### config.mk
export PLATFORM = sky130hd
export DESIGN_NAME = wallace_sum_sched
export DESIGN_NICKNAME = d
export VERILOG_FILES = /design/src/rtl/wallace_pkg.sv /design/src/rtl/Wallace_adder.sv /design/src/rtl/wallace_sum_sched.sv
export SDC_FILE = /design/constraint.sdc
export NUM_CORES = 1
export LEC_CHECK = 0
export BUFFER_PORTS_ARGS = -buffer_cell sky130_fd_sc_hd__buf_2
export CORE_MARGIN = 4
export CORE_UTILIZATION = 33
export CTS_CLUSTER_DIAMETER = 60
export DETAILED_ROUTE_END_ITERATION = 8
export GPL_TIMING_DRIVEN = 0
export SLEW_MARGIN = 0
export SYNTH_ARGS = -nofsm -noshare
export SYNTH_HDL_FRONTEND = slang
export SYNTH_SLANG_ARGS = --single-unit
### constraint.sdc
create_clock -name clk -period 3.6 [get_ports clk]
set_input_delay 0.18 -clock clk [delete_from_list [all_inputs] [get_ports clk]]
set_output_delay 0.18 -clock clk [all_outputs]
set_load 0.1 [all_outputs]
### src/rtl/wallace_pkg.sv
// Shared definitions for the Wallace-tree frame summer: FSM states and
// the operand group size that one tree pass absorbs.
package wallace_pkg;

    typedef enum logic [1:0] {
        IDLE    = 2'd0,
        COLLECT = 2'd1,
        ADD     = 2'd2,
        DONE    = 2'd3
    } state_t;

    localparam int GROUP  = 5;
    localparam int FILL_W = $clog2(GROUP + 1);

endpackage

### src/rtl/Wallace_adder.sv
// Six-operand Wallace tree: three carry-save levels reduce six words to
// two, and one carry-propagate adder produces the modulo-2^WORDLEN sum.
module Wallace_adder #(
    parameter int WORDLEN = 8
) (
    input  logic [WORDLEN-1:0] op0,
    input  logic [WORDLEN-1:0] op1,
    input  logic [WORDLEN-1:0] op2,
    input  logic [WORDLEN-1:0] op3,
    input  logic [WORDLEN-1:0] op4,
    input  logic [WORDLEN-1:0] op5,
    output logic [WORDLEN-1:0] sum
);
    logic [WORDLEN-1:0] s1a, c1a, s1b, c1b;
    logic [WORDLEN-1:0] s2, c2, s3, c3;

    // Carries are shifted left one place; the bit falling off the top is
    // the modulo-2^WORDLEN wrap.
    assign s1a = op0 ^ op1 ^ op2;
    assign c1a = ((op0 & op1) | (op0 & op2) | (op1 & op2)) << 1;
    assign s1b = op3 ^ op4 ^ op5;
    assign c1b = ((op3 & op4) | (op3 & op5) | (op4 & op5)) << 1;

    assign s2  = s1a ^ c1a ^ s1b;
    assign c2  = ((s1a & c1a) | (s1a & s1b) | (c1a & s1b)) << 1;

    assign s3  = s2 ^ c2 ^ c1b;
    assign c3  = ((s2 & c2) | (s2 & c1b) | (c2 & c1b)) << 1;

    assign sum = s3 + c3;

endmodule

### src/rtl/wallace_sum_sched.sv
// Frame summer: buffers up to five operands at a time, folds them into a
// running accumulator through one Wallace tree, and returns the frame sum.
module wallace_sum_sched
    import wallace_pkg::*;
#(
    parameter int WORDLEN = 8,
    parameter int CNTW    = 7
) (
    input  logic               clk,
    input  logic               rst_n,
    input  logic               start,
    input  logic [CNTW-1:0]    op_count,
    input  logic               in_valid,
    input  logic [WORDLEN-1:0] in_data,
    output logic               in_ready,
    output logic               out_valid,
    output logic [WORDLEN-1:0] out_sum,
    input  logic               out_ready,
    output logic               busy
);
    state_t             state_q, state_d;
    logic [WORDLEN-1:0] acc_q;
    logic [CNTW-1:0]    remaining_q;
    logic [FILL_W-1:0]  fill_q;
    logic [WORDLEN-1:0] slot_q [GROUP];
    logic [WORDLEN-1:0] tree_sum;
    logic               accept;

    assign accept = in_valid && in_ready;

    // NOTE: registers update with non-blocking assignments so every flop
    // samples pre-edge values regardless of process ordering.
    always_ff @(posedge clk or negedge rst_n) begin
        if (!rst_n) begin
            state_q <= IDLE;
        end else begin
            state_q <= state_d;
        end
    end

    // NOTE: every output of a combinational block gets a default first so
    // no path through the case leaves it unassigned and infers a latch.
    always_comb begin
        state_d = state_q;
        case (state_q)
            IDLE: begin
                if (start) begin
                    state_d = (op_count == '0) ? DONE : COLLECT;
                end
            end
            COLLECT: begin
                if (accept && (fill_q == FILL_W'(GROUP - 1) ||
                               remaining_q == CNTW'(1))) begin
                    state_d = ADD;
                end
            end
            ADD: begin
                state_d = (remaining_q == '0) ? DONE : COLLECT;
            end
            DONE: begin
                if (out_ready) begin
                    state_d = IDLE;
                end
            end
            default: state_d = IDLE;
        endcase
    end

    // Handshake outputs decode registered state only; no input feeds them.
    always_comb begin
        busy      = (state_q != IDLE);
        in_ready  = (state_q == COLLECT) && (fill_q < FILL_W'(GROUP)) &&
                    (remaining_q != '0);
        out_valid = (state_q == DONE);
        out_sum   = out_valid ? acc_q : '0;
    end

    // NOTE: the five-slot buffer is reset along with the rest of the
    // datapath because empty slots must read as zero into the tree.
    always_ff @(posedge clk or negedge rst_n) begin
        if (!rst_n) begin
            acc_q       <= '0;
            remaining_q <= '0;
            fill_q      <= '0;
            for (int i = 0; i < GROUP; i++) begin
                slot_q[i] <= '0;
            end
        end else begin
            case (state_q)
                IDLE: begin
                    if (start) begin
                        remaining_q <= op_count;
                        acc_q       <= '0;
                    end
                end
                COLLECT: begin
                    if (accept) begin
                        for (int i = 0; i < GROUP; i++) begin
                            if (fill_q == FILL_W'(i)) begin
                                slot_q[i] <= in_data;
                            end
                        end
                        fill_q      <= fill_q + FILL_W'(1);
                        remaining_q <= remaining_q - CNTW'(1);
                    end
                end
                ADD: begin
                    acc_q  <= tree_sum;
                    fill_q <= '0;
                    for (int i = 0; i < GROUP; i++) begin
                        slot_q[i] <= '0;
                    end
                end
                default: ;
            endcase
        end
    end

    Wallace_adder #(
        .WORDLEN(WORDLEN)
    ) u_tree (
        .op0(acc_q),
        .op1(slot_q[0]),
        .op2(slot_q[1]),
        .op3(slot_q[2]),
        .op4(slot_q[3]),
        .op5(slot_q[4]),
        .sum(tree_sum)
    );

endmodule

# Word level (Yosys, flattened, before mapping)
# Cells that the tools add are included.
word_totals:
  ff_bits: 60
  latchBits: 0
  ram_bits: 0
  mem_bits_ro: 0
  input_bits: 20
  out_inout_bits: 11
  elab_cells: 102
  memories: 0
classes:
  addsub: 3
  mul: 0
  n_div: 0
  order_cmp: 1
  n_eq_ne: 17
  n_shift: 0
  n_mux: 21
  bitwise_logic: 28
  n_reduce_logical: 23
ops:
  columns: ["cell", "n"]
  rows:
  - ["bitwise AND 7 bit", 12]
  - ["one-hot mux 40 bit (2 select lines)", 1]
  - ["XOR 8 bit", 8]
  - ["2-to-1 mux 8 bit", 7]
  - ["bitwise OR 7 bit", 8]
  - ["2-to-1 mux 40 bit", 1]
  - ["AND reduction 3 bit", 7]
  - ["one-hot mux 8 bit (2 select lines)", 1]
  - ["zero test 7 bit", 2]
  - ["2-to-1 mux 7 bit", 2]
  - ["one-hot mux 7 bit (2 select lines)", 1]
  - ["inequality test 2 x 1 -> 1 bit (second input constant)", 6]
  - ["2-to-1 mux 2 bit", 5]
  - ["adder 8 bit", 1]
  - ["one-hot mux 2 bit (4 select lines)", 1]
  - ["nonzero test 2 bit", 4]
  - ["equality test 7 x 1 -> 1 bit (second input constant)", 1]
  - ["nonzero test 7 bit", 1]
  - ["subtractor 7 x 1 -> 7 bit (second input constant)", 1]
  - ["equality test 3 x 2 -> 1 bit (second input constant)", 2]
  - ["inequality test 2 bit (second input constant)", 3]
  - ["one-hot mux 3 bit (2 select lines)", 1]
  - ["equality test 2 bit (second input constant)", 2]
  - ["logical AND 1 bit", 4]
  - ["10 further kinds", 11]

# Depth between registers and ports, before layout
# Gate-level depths: netlist (run 1).
depth:
  ltp_word: 11
  ltp_mapped: 13
  ltp_nobuf: 13

# By module
# A second synthesis (run 1) with hierarchy kept.
unflattened:
  cells_unflattened: 363
  area_unflattened_um2: 3676.0
by_module_without_submodules:
  columns: ["module", "n_inst", "cells_per_inst", "area_per_inst_um2", "seq_area_each_um2"]
  rows:
  - ["wallace_sum_sched", 1, 289, 2812.7, 1501.4]
  - ["Wallace_adder", 1, 74, 863.3, 0.0]

# Worst setup path before layout (run 1)
# Ideal clock, no wire load.
synth_path:
  path_type: "register to register"
  start: "reg acc_q[2]"
  end: "reg acc_q[6]"
  setup_ns: 0.136
  arrival_ns: 3.020
  required_time_ns: 3.464
  path_slack_ns: 0.444
  stages_incl_launch_ff: 10
  n_path_buf: 0
  period_less_slack_ns: 3.156
  cell_sequence: "dfrtp_1 > fa_1 > fa_1 > fa_1 > ha_1 > fa_1 > a21o_1 > a21oi_1 > xor2_1 > o21ai_0"
synth_via:
  elab_chain_cells: 11
  elab_cells_between_ends: 22
  cone_classes: "add/sub (1); mux (1); bitwise (20)"
synth_lines:
  columns: ["item", "line_no", "source"]
  rows:
  - ["start: declaration", "wallace_sum_sched.sv:22", "logic [WORDLEN-1:0] acc_q;"]
  - ["start signal: assignment", "wallace_sum_sched.sv:108", "acc_q <= tree_sum;"]
  - ["bitwise AND 7 bit", "Wallace_adder.sv:20", "assign c1a = ((op0 & op1) | (op0 & op2) | (op1 & op2)) << 1;"]
  - ["bitwise OR 7 bit (2 in a row)", "Wallace_adder.sv:20", null]
  - ["bitwise AND 7 bit", "Wallace_adder.sv:25", "assign c2 = ((s1a & c1a) | (s1a & s1b) | (c1a & s1b)) << 1;"]
  - ["bitwise OR 7 bit (2 in a row)", "Wallace_adder.sv:25", null]
  - ["bitwise AND 7 bit", "Wallace_adder.sv:28", "assign c3 = ((s2 & c2) | (s2 & c1b) | (c2 & c1b)) << 1;"]
  - ["bitwise OR 7 bit (2 in a row)", "Wallace_adder.sv:28", null]
  - ["adder 8 bit *", "Wallace_adder.sv:30", "assign sum = s3 + c3;"]
  - ["one-hot mux 8 bit (2 select lines) *", "wallace_sum_sched.sv:89", "case (state_q)"]
# Every way passes the cells marked *; elsewhere a longest branch is shown, timed or not.
# A chain may end at the register's enable or synchronous reset.

# Worst setup path in the final report (run 1)
# Ends and elaborated chain as after synthesis.

==> reports/metrics.yaml, run 1 <==
core_sq_mm: 0.0109
grt_util_all_layers: 0.143
grt_max_degree: 61
post_cts_resized: 0
synth_edf_count: 0
drtAntennaViolNets: 0
yosys_warnings: 0
clkTransAtPathRegs_ps: 60
nFillCells: 1059
worstSetupStartpointType: "flip-flop"
htree_num_levels: 3
antennaDiodeCount: 0
place_congestion: 0.809
synth_flop_cell: "dfrtp_1"
ys_ff_latch: 60
post-route-period-util: 0.948
synth_area_per_cell_sq_um: 10.6
worstPathRequired_ps: 3790
pre_cts_ws_ps: 185
hold_ws_ps: -72.2
cts_root_buf: "clkbuf_16"
avgRoutedWirePerCell_um: 15.8
place_hpwl_mm: 5.92
tightestPinTransition_ps: 808
grt_pass1_vias: 2771
clock-sinks: 60
min_period_ps: 3410
syn-cell-area_sq_mm: 0.00371
start_util: 0.339
grt_overflow: 0
area_growth_pct: 18.8
r2r_slack_ps: 190
min_path_type: "input port to asynchronous set/reset pin"
drive_above_1_share: 0.157
fp-row-count: 38
slew-limit-headroom: 0.460
cap_violations: 0
hold_viol_final: 60
seq_area_frac_synth: 0.405
post-route-util: 0.403
synth.distinct_cells: 44
ios: 31
cts_buffers: 9
r2r_cells: 9
critPathMaxFanout: 3
final_cell_mix: "dfrtp_1, nor2_1, mux2i_1"
final_common_cell: "dfrtp_1"
layout.nets: 450
die_height_um: 114
drt_iter0_drc: 153
vias: 2619
rsz0062_at_grt: "no"
dr.pass1.iters: 4
crit_arrival_ps: 3600
end_kind: "flip-flop"
fin_ws_ps: 189
drt-vias-per-instance: 4.90
syn-num-nets: 409
clk_latency_ps: 330
finalSetupViolations: 0
violations: "hold timing"
die_area_sq_mm: 0.0130
clock.fmax_mhz: 293
cts_max_path_buffers: 2
status: "finished, violations left"
async_flop_share: 1.00
setup_tns_ps: 0
fp.dieW_um: 114
cts_tree: "built"
postCtsHoldBufs: 0
wirelength_mm: 8.46
synthCells: 349
port_buffers: 30
antenna_found_initial: 0
r2r-end: "acc_q[6]"
slew_viol_final: 0
r2r_start: "acc_q[2]"
fin_worst_skew_ps: 9.41
cts_setup_buffers: 0
drc: 0
grt_pass1_wl_mm: 14.3
critical_path_class: "flip-flop to flip-flop"
## state kept, by name, summed over array words and instances (netlist names)
register,cells
state_q,2
acc_q,8
fill_q,3
remaining_q,7
slot_q,40
## cells in the mapped netlist (2+ instances only)
library cell	number	area share
ha_1	13	0.044
nor2_1	42	0.042
dfrtp_1	60	0.40
nand2_1	24	0.024
inv_1	29	0.029
clkbuf_1	10	0.010
a211oi_1	3	0.0061
nand2b_1	4	0.0067
a22o_1	4	0.0094
o21ai_1	4	0.0054
o21bai_1	2	0.0040
o21ai_2	3	0.0071
and2_1	2	0.0034
or3_1	3	0.0051
o22ai_1	2	0.0034
xnor2_1	10	0.024
o21ai_0	14	0.019
fa_1	27	0.15
buf_6	3	0.0091
a21o_1	2	0.0040
nand3_1	3	0.0040
a21oi_1	15	0.020
and3_1	9	0.015
nor3b_1	2	0.0040
mux2i_1	35	0.094
nor3_1	3	0.0040
a221oi_1	2	0.0047
nand2_2	3	0.0051
## critical path, stage by stage (launching register included)
cell	delay (ps)
dfrtp_1	420
fa_1	530
fa_1	530
fa_1	490
ha_1	250
fa_1	420
a21o_1	180
a21oi_1	170
xor2_1	180
o21ai_0	90
## layer usage
layer | up-vias | part of all wire | GRT usage
met5 | - | 0 | 0
met1 | 1296 | 0.45 | 0.188
met2 | 54 | 0.49 | 0.228
li1 | 1257 | - | -
met4 | 0 | 0.018 | 0.0475
met3 | 12 | 0.038 | 0.0377
## cell type report
type                       count  area, sq um  area share
sequential                    60         1500       0.341
timing repair buffer          30          153      0.0346
clock buffer                  13          280      0.0636
inverter                      29          109      0.0247
buffer                        14         76.3      0.0173
clock inverter                 3         90.1      0.0204
tap                          140          175      0.0397
multi-input combinational    246         2020       0.459
## how the worst max path moves through the flow
| stage | endpoint | start | depth (start not counted) | slack (ps) |
|---|---|---|---|---|
| after floorplan | acc_q[6] | acc_q[2] | 9 | 440 |
| after global placement | acc_q[6] | acc_q[2] | 9 | 240 |
| after detailed placement | acc_q[6] | acc_q[2] | 9 | 190 |
| after CTS | acc_q[6] | acc_q[2] | 9 | 160 |
| after global routing | acc_q[6] | acc_q[2] | 9 | 20 |
| final | acc_q[6] | acc_q[2] | 9 | 190 |
## cell families after synthesis
family                   share of synthesized area
flip-flops                                   0.405
multiplexers                                0.0944
AND/OR/NAND/NOR                              0.128
XOR/XNOR                                    0.0320
AO/OA/AOI/OAI                                0.101
adder cells (fa/ha/maj)                      0.189
buffers and inverters                       0.0499
## through the flow
stage,cells,hold slack [ps],cell area [sq um]
final,535,-72.2,4410
after global routing,535,0.838,4410
after CTS,535,109,4410
after detailed placement,519,451,4040
after global placement,519,456,4040
after floorplan,349,-116,3710
Power of run 1 is left out: the tool's default activity adds up to more than one toggle a clock period on the data nets, which glitch-free logic cannot reach.
==> run 2: changes to the inputs <==
--- a/config.mk
+++ b/config.mk
@@ -8,9 +8,10 @@
 export BUFFER_PORTS_ARGS = -buffer_cell sky130_fd_sc_hd__buf_2
 export CORE_MARGIN = 4
 export CORE_UTILIZATION = 33
-export CTS_CLUSTER_DIAMETER = 60
+export CTS_CLUSTER_DIAMETER = 200
 export DETAILED_ROUTE_END_ITERATION = 8
 export GPL_TIMING_DRIVEN = 0
+export RECOVER_POWER = 25
 export SLEW_MARGIN = 0
 export SYNTH_ARGS = -nofsm -noshare
 export SYNTH_HDL_FRONTEND = slang
==> run 2 against run 1 <==
Against the previous run: the run ends with capacitance limit, slew limit left; cell count stayed put; critical endpoint unchanged; clock skew about the same; highest routed layer unchanged; non-clock buffer count stayed put; critical path type unchanged.
==> reports/metrics.yaml, run 2 (synthesis results as in run 1) <==
hold_depth: 3
clk_latency_ps: 330  # about the same
pre_cts_ws_ps: 185  # unchanged
violations: "capacitance limit, slew limit"
final_cell_area_sq_mm: 0.00441  # about the same
ios: 31  # unchanged
clkTransAtPathRegs_ps: 60  # about the same
crit_arrival_ps: 3600  # about the same
wirelength_mm: 8.44  # -0.24%
avgRoutedWirePerCell_um: 15.8  # -0.24%
final_cell_mix: "dfrtp_1, nor2_1, mux2i_1"
fp-row-count: 38  # unchanged
end_kind: "flip-flop"
largest_reg_flops: 40  # unchanged
clock-sinks: 60  # unchanged
htree_num_levels: 3  # unchanged
rsz0062_at_grt: "no"
grt_pass1_wl_mm: 14.3  # unchanged
drt-vias-per-instance: 4.87  # -0.61%
fp.dieW_um: 114  # unchanged
nFillCells: 1060  # +0.094%
cap_violations: 1  # +1
cts_buffers: 9  # unchanged
core_sq_mm: 0.0109  # unchanged
die_height_um: 114  # unchanged
dr.pass1.iters: 4  # unchanged
grt_overflow: 0  # unchanged
min_path_type: "input port to flip-flop"
slew-limit-headroom: -0.0143  # -0.475
postCtsHoldBufs: 0  # unchanged
slew_viol_final: 61  # +61
tightestPinTransition_ps: 1520  # +714 ps
layout.nets: 450  # unchanged
hold_ws_ps: 116  # +188 ps
largestRegisters: "slot_q (40), acc_q (8), remaining_q (7)"
cts_setup_buffers: 0  # unchanged
worstPathRequired_ps: 3790  # about the same
clock.fmax_mhz: 293  # about the same
vias: 2603  # -0.61%
antenna_found_initial: 0  # unchanged
cts_tree: "built"
min_period_ps: 3410  # -0.0430 ps
final_common_cell: "dfrtp_1"
start_util: 0.339  # unchanged
setup_tns_ps: 0  # unchanged
port_buffers: 30  # unchanged
area_growth_pct: 18.7  # about the same
place_area_sq_mm: 0.00404  # unchanged
regMostFlops: "slot_q"
antennaDiodeCount: 0  # unchanged
multi_input_comb_area_sq_mm: 0.00202  # unchanged
place_hpwl_mm: 5.92  # unchanged
drive_above_1_share: 0.157  # unchanged
cts_root_buf: "clkbuf_16"
cts_max_path_buffers: 2  # unchanged
drt_iter0_drc: 153  # unchanged
post_cts_resized: 0  # unchanged
critical_path_class: "flip-flop to flip-flop"
grt_pass1_vias: 2771  # unchanged
worstSetupStartpointType: "flip-flop"
fin_ws_ps: 189  # +0.0430 ps
grt_util_all_layers: 0.143  # unchanged
finalSetupViolations: 0  # unchanged
place_congestion: 0.809  # unchanged
seq_area_sq_mm: 0.00150  # unchanged
critPathMaxFanout: 3  # unchanged
drtAntennaViolNets: 0  # unchanged
drc: 0  # unchanged
post-route-period-util: 0.948  # about the same
hold_viol_final: 0  # -100%
grt_max_degree: 61  # unchanged
die_area_sq_mm: 0.0130  # unchanged
status: "finished, violations left"
r2r_cells: 9  # unchanged
fin_worst_skew_ps: 9.42  # +0.00328 ps
-- run 2: cell count changes in the layout (fill, tap and decap cells not counted) --
| cell | before | now |
|---|---|---|
| clkbuf_2 | 0 | 1 |
| buf_4 | 1 | 0 |
-- run 2: final timing paths --
| check | startpoint | end | slack [ps] |
|---|---|---|---|
| setup / recovery | acc_q[2] | acc_q[6] | 190 |
| hold / removal | in_data[2] | slot_q[10] | 120 |
| setup reg to reg | acc_q[2] | acc_q[6] | 190 |
| hold reg to reg | slot_q[28] | slot_q[28] | 530 |
| max in group asynchronous | rst_n | slot_q[21] | 2460 |
| min in group asynchronous | rst_n | slot_q[4] | 220 |
-- run 2: metal layers --
metal / vias up / global-route usage / wire length (um)
met4: 0 / 0.0475 / 155
met3: 12 / 0.0377 / 289
met2: 47 / 0.228 / 4160
met5: - / 0 / 0
li1: 1256 / - / -
met1: 1288 / 0.188 / 3840
-- run 2: area by class of cell --
| type | instances | area share |
|---|---|---|
| Inverter | 29 | 0.0247 |
| Sequential cell | 60 | 0.341 |
| Multi-Input combinational cell | 246 | 0.459 |
| Clock buffer | 13 | 0.0636 |
| Tap cell | 140 | 0.0398 |
| Buffer | 14 | 0.0173 |
| Timing Repair Buffer | 30 | 0.0341 |
| Clock inverter | 3 | 0.0204 |
-- run 2: through the flow --
step                      instances  utilization
final                           535        0.403
after CTS                       535        0.403
after global placement          519        0.369
after detailed placement        519        0.369
after global routing            535        0.403
after floorplan                 349            -
-- run 2: worst max-delay path, cell delays in order (launching register included) --
cell and delay (ps):
dfrtp_1 420, fa_1 530, fa_1 530, fa_1 490, ha_1 250, fa_1 420
a21o_1 180, a21oi_1 170, xor2_1 180, o21ai_0 90
Power of run 2 is left out for the same reason.
